File: src/rtl/inv_trans_reciprocal.sv
// inv_trans_reciprocal
// Reciprocal of a Q0.8 transmission value, returned as a Q2.6 operand
// saturated to 8 bits. One quotient bit is resolved per clock by a
// restoring divider. A sideband tag travels with each sample so that the
// downstream multiplier sees the pixel data aligned with its reciprocal.
//
// state | meaning
// ------+----------------------------------------------------------------
// IDLE  | in_ready high, waiting for in_valid; divisor and tag latched here
// CALC  | one restoring-division step per clock, dividend bits MSB first
// DONE  | result held on out_inv/out_tag with out_valid until out_ready

module inv_trans_reciprocal #(
  parameter int T_MIN = 26,
  parameter int TAG_W = 8
) (
  input  logic             clk,
  input  logic             rst_n,
  input  logic             in_valid,
  output logic             in_ready,
  input  logic [7:0]       in_trans,
  input  logic [TAG_W-1:0] in_tag,
  output logic             out_valid,
  input  logic             out_ready,
  output logic [7:0]       out_inv,
  output logic [TAG_W-1:0] out_tag
);

  typedef enum logic [1:0] {
    IDLE = 2'd0,
    CALC = 2'd1,
    DONE = 2'd2
  } state_t;

  // 1.0 in Q0.8 scaled by 2^6, so the 15-bit quotient is 1/t in Q2.6
  localparam logic [14:0] DIVIDEND = 15'd16384;
  localparam logic [7:0]  TMIN8    = 8'(T_MIN);
  localparam logic [3:0]  LAST_BIT = 4'd14;

  state_t             state_q;
  logic [7:0]         divisor_q;
  logic [TAG_W-1:0]   tag_q;
  // The true partial remainder is 9 bits wide (rem_shift); between steps
  // it is always below the divisor, so 8 bits are enough to store it.
  logic [7:0]         rem_q;
  logic [7:0]         rem_d;
  // Holds up to 14 resolved quotient bits; the 15th comes from quo_d on
  // the final step, so no bit is ever shifted out of the register.
  logic [13:0]        quo_q;
  logic [14:0]        quo_d;
  logic [3:0]         cnt_q;
  logic               out_valid_q;
  logic [7:0]         out_inv_q;
  logic [TAG_W-1:0]   out_tag_q;

  logic [8:0]         rem_shift;
  logic               q_bit;
  logic [7:0]         inv_d;
  logic [7:0]         divisor_d;

  // Clamp the incoming transmission so the divisor can never be tiny or zero
  always_comb begin
    divisor_d = in_trans;
    if (in_trans < TMIN8) begin
      divisor_d = TMIN8;
    end
  end

  // One restoring-division step plus saturation of the full quotient
  always_comb begin
    rem_shift = {rem_q, DIVIDEND[cnt_q]};
    q_bit     = 1'b0;
    rem_d     = rem_shift[7:0];
    if (rem_shift >= {1'b0, divisor_q}) begin
      q_bit = 1'b1;
      // Exact result is below the divisor, so 8-bit wraparound is harmless
      rem_d = rem_shift[7:0] - divisor_q;
    end
    quo_d = {quo_q, q_bit};
    inv_d = quo_d[7:0];
    if (|quo_d[14:8]) begin
      inv_d = 8'hFF;
    end
  end

  // Control FSM, divider datapath registers and registered outputs
  always_ff @(posedge clk or negedge rst_n) begin
    if (!rst_n) begin
      state_q     <= IDLE;
      divisor_q   <= 8'd0;
      tag_q       <= '0;
      rem_q       <= 8'd0;
      quo_q       <= 14'd0;
      cnt_q       <= 4'd0;
      out_valid_q <= 1'b0;
      out_inv_q   <= 8'd0;
      out_tag_q   <= '0;
    end else begin
      case (state_q)
        IDLE: begin
          if (in_valid) begin
            divisor_q <= divisor_d;
            tag_q     <= in_tag;
            rem_q     <= 8'd0;
            quo_q     <= 14'd0;
            cnt_q     <= LAST_BIT;
            state_q   <= CALC;
          end
        end
        CALC: begin
          rem_q <= rem_d;
          quo_q <= quo_d[13:0];
          if (cnt_q == 4'd0) begin
            out_inv_q   <= inv_d;
            out_tag_q   <= tag_q;
            out_valid_q <= 1'b1;
            state_q     <= DONE;
          end else begin
            cnt_q <= cnt_q - 4'd1;
          end
        end
        DONE: begin
          if (out_ready) begin
            out_valid_q <= 1'b0;
            state_q     <= IDLE;
          end
        end
        default: begin
          out_valid_q <= 1'b0;
          state_q     <= IDLE;
        end
      endcase
    end
  end

  // Ready is a pure decode of the state register, so it is high during reset
  always_comb begin
    in_ready = (state_q == IDLE);
  end

  assign out_valid = out_valid_q;
  assign out_inv   = out_inv_q;
  assign out_tag   = out_tag_q;

endmodule

File: config.mk
export PLATFORM = sky130hd
export DESIGN_NAME = inv_trans_reciprocal
export DESIGN_NICKNAME = d
export VERILOG_FILES = /design/src/rtl/inv_trans_reciprocal.sv
export SDC_FILE = /design/constraint.sdc
export NUM_CORES = 1
export LEC_CHECK = 0
export ABC_AREA = 1
export CAP_MARGIN = 20
export CORE_MARGIN = 1.5
export CORE_UTILIZATION = 37
export CTS_BUF_LIST = sky130_fd_sc_hd__clkbuf_2
export DETAILED_ROUTE_END_ITERATION = 7
export DONT_BUFFER_PORTS = 1
export PLACE_DENSITY_LB_ADDON = 0.12
export SYNTH_ARGS = -nofsm -noshare
export SYNTH_HDL_FRONTEND = slang
export SYNTH_SLANG_ARGS = --single-unit
export TNS_END_PERCENT = 30
File: constraint.sdc
create_clock -name clk -period 1.6 [get_ports clk]
set_input_delay 0.16 -clock clk [delete_from_list [all_inputs] [get_ports clk]]
set_output_delay 0.16 -clock clk [all_outputs]
set_load 0.02 [all_outputs]
==> impl_metrics.tcl <==
set metrics [dict create \
    status "finished, violations left" \
    violations "negative setup slack" \
    io-pin-count 38 \
    first_pass_iters 4 \
    grt_pass1_wl_um 11950 \
    synth_area_leaders "dfrtp_1, nand2_1, inv_1" \
    p_clk_share_pct 9.6 \
    antenna_found_initial 0 \
    combPwrFrac_pct 61.2 \
    io_buffers 0 \
    reg2reg_from "cnt_q[3]" \
    place_hpwl_um 4632 \
    period_share_pct 103.0 \
    ys_seq_elements 61 \
    wire_per_inst_um 12.80 \
    fmax_mhz 606.7 \
    place.gp.congestion 0.8132 \
    grt_pass1_vias 2613 \
    crit_slowest_cell "dfrtp_1" \
    nFillCells 778 \
    grt_overflow 0 \
    timing.hold.ws_ns 0.06923 \
    layout_common_cells "nand2_1, dfrtp_1, buf_4" \
    rows 33 \
    path_class "reg -> reg" \
    post-place-ws_ns -0.1176 \
    p_leak_nw 2.034 \
    clock_path_buffers 2 \
    r2r_slack_ns -0.05 \
    hold_path.class "in -> reg" \
    via_count 2582 \
    pwr-share-seq_pct 29.3 \
    drtIter0Drc 66 \
    slew_headroom_pct 79.47 \
    worst_pin_slew_ns 0.3079 \
    fin_crit_ns 1.648 \
    worstHoldStart "in_trans[5]" \
    layout.cells.non_filler 546 \
    nNetsFinal 466 \
    track_usage_pct 17.49 \
    required_ns 1.97 \
    yosysTopAreaCell "dfrtp_1" \
    synth_edf_count 0 \
    drt-total-wl_um 6988 \
    drcViolationCount 0 \
    post-route-util_pct 51.08 \
    viasPerCell 4.729 \
    drive_gt1_share_pct 31.29 \
    crit_path_max_incr_delay_ns 0.41 \
    timing.rr.end "rem_q[4]" \
    synth_top_cell_area_share_pct 49.41 \
    final-setup-viol-count 8 \
    cts.clk_slew.worst_paths_ns 0.17 \
    crit_chain "nand3_2 > ha_4 > fa_2 > nor2_2 > nor2_1 > xnor2_1 > inv_1 > nand2_1 > nand3_1 > nand2_1" \
    clock_latency_ns 0.46 \
    dp_cells 495 \
    synth_area_mm2 0.003089 \
    p_per_area_mw_per_mm2 2414 \
    p_int_mw 5.557 \
    p_sw_share_pct 44.60 \
    hold_end "divisor_q[1]" \
    cts_sinks 61 \
    synth_cells 358 \
    cp_common_cell "nand2_1" \
    initial_utilization_pct 37.98 \
    async_flop_share_pct 100.0 \
    cts_tree "done" \
    synth_nets 388 \
    die_x_um 94.38 \
    cts_made_buffers 9 \
    hold_violations 0 \
    die_h_um 94.38 \
    worstSetupEndpointType "flip-flop" \
    synth_area_per_cell_um2 8.629 \
    cap_violations 0 \
    syn_to_final_growth_pct 34.51 \
    drtAntennaViolNets 0 \
    drv_slew 0 \
    worstPathArrival_ns 2.02 \
    rr_worst_depth 10 \
    finalWorstSetupSlack_ns -0.04822 \
    ys_warn_count 0 \
    core_area_mm2 0.008134 \
    die_area_mm2 0.008907 \
    holdPathStages 4 \
    ir_drop_uv 1088 \
    synth_flop_cell "dfrtp_1" \
    synth.distinct_cells 38 \
    final_common_cell "nand2_1" \
    startpoint_type "flip-flop" \
    skew_ns 0.01747 \
    yosysSeqAreaShare_pct 49.41 \
    path_max_fanout 3 \
    grt_max_degree 62 \
    p_switching_mw 4.473 \
    n_antenna_cell 0 \
    root_buffer "clkbuf_2" \
    rsz0062_at_grt "yes" \
    cts_max_level 3 \
    finalPower_mw 10.03 \
]
registers in the layout, summed over array words and instances (netlist names):
register and count:
out_valid 1, cnt_q 4, out_inv 8, tag_q 8, out_tag 8, state_q 2
rem_q 8, quo_q 14, divisor_q 8
cells in the mapped netlist, types with 2 or more instances:
cell type and n:
a21oi_1 14, buf_4 2, buf_6 3, clkbuf_1 2, dfrtp_1 61, ha_1 9, inv_1 48, inv_2 3
nand2_1 111, nand2_2 4, nand2_4 2, nand3_1 14, nand3_2 10, nand3_4 2, nand3b_1 2, nand4_1 3
nor2_1 21, nor3_1 2, o21ai_0 13, o22ai_1 13, xor2_1 2
through the flow:
step,setup TNS [ns],instance area [µm²]
after floorplan,0,3099
after global placement,-0.7815,3470
after detailed placement,-1.002,3470
after CTS,-0.1506,3965
after global routing,-1.005,4155
final,-0.1979,4155
worst max-delay path by stage:
| stage | from | to | slack (ns) | cells past startpoint |
|---|---|---|---|---|
| floorplan | cnt_q[2] | rem_q[4] | 0.01 | 10 |
| global placement | divisor_q[4] | rem_q[0] | -0.09 | 11 |
| detailed placement | divisor_q[2] | rem_q[5] | -0.12 | 11 |
| CTS | rem_q[1] | rem_q[0] | -0.05 | 10 |
| global route | divisor_q[1] | rem_q[4] | -0.17 | 10 |
| finish | cnt_q[3] | rem_q[4] | -0.05 | 10 |
cells by family (layout without fill, tap and decap cells):
| kind of cell | Yosys count | after routing | synth area share, % |
|---|---|---|---|
| buffers and inverters | 61 | 143 | 8.829 |
| and+or+nand+nor | 180 | 181 | 28.84 |
| AOI/OAI and AO/OA | 43 | 43 | 7.777 |
| adders and majority gates | 10 | 10 | 4.293 |
| DFF | 61 | 61 | 49.41 |
| xor gates and xnor gates | 3 | 3 | 0.8507 |
critical path, delay by kind of cell, from the launching register on:
kind          cells  cell delay [ns]
flops             1             0.41
fa+ha+maj         2             0.55
xor+xnor          1             0.11
buf+inv           1             0.05
simple gates      6             0.46
repair_timing:
item / in CTS / in global routing
buffers inserted: 4 / 10
hold buffers: 20 / 0
gates cloned: 0 / 1
pin swaps: 21 / 23
endpoints found under the hold margin: 80 / 0
resized for setup: 23 / 23
endpoints found under the setup margin: 10 / 12
routing by layer:
metal | wire length (µm) | vias up | track usage, % | share of wire [%]
li1 | - | 1307 | - | -
met1 | 3330 | 1223 | 23.67 | 48
met2 | 3296 | 46 | 27.94 | 47
met3 | 305 | 6 | 4.267 | 4.4
met4 | 55 | 0 | 4.851 | 0.79
met5 | 0 | - | 0 | 0
power by group through the flow:
stage	Clock [mW]	Sequential [mW]	Combinational (mW)
final	0.961	2.93	6.13
after global routing	1.07	3.03	6.93
after CTS	1.02	2.93	5.54
after detailed placement	0	2.93	4.91
after global placement	0	2.91	4.89
after floorplan	0	2.87	3.40
layout make-up:
class                      instances  area [µm²]  share of cell area (%)
multi-input combinational        237        1524                   36.68
timing repair buffer              74       641.9                   15.45
clock inverter                     7       75.07                   1.807
inverter                          53       211.5                   5.089
sequential                        61        1526                   36.74
clock buffer                       9       45.04                   1.084
tap                              105       131.4                   3.162
No activity file was read; power rests on OpenSTA's default activity.
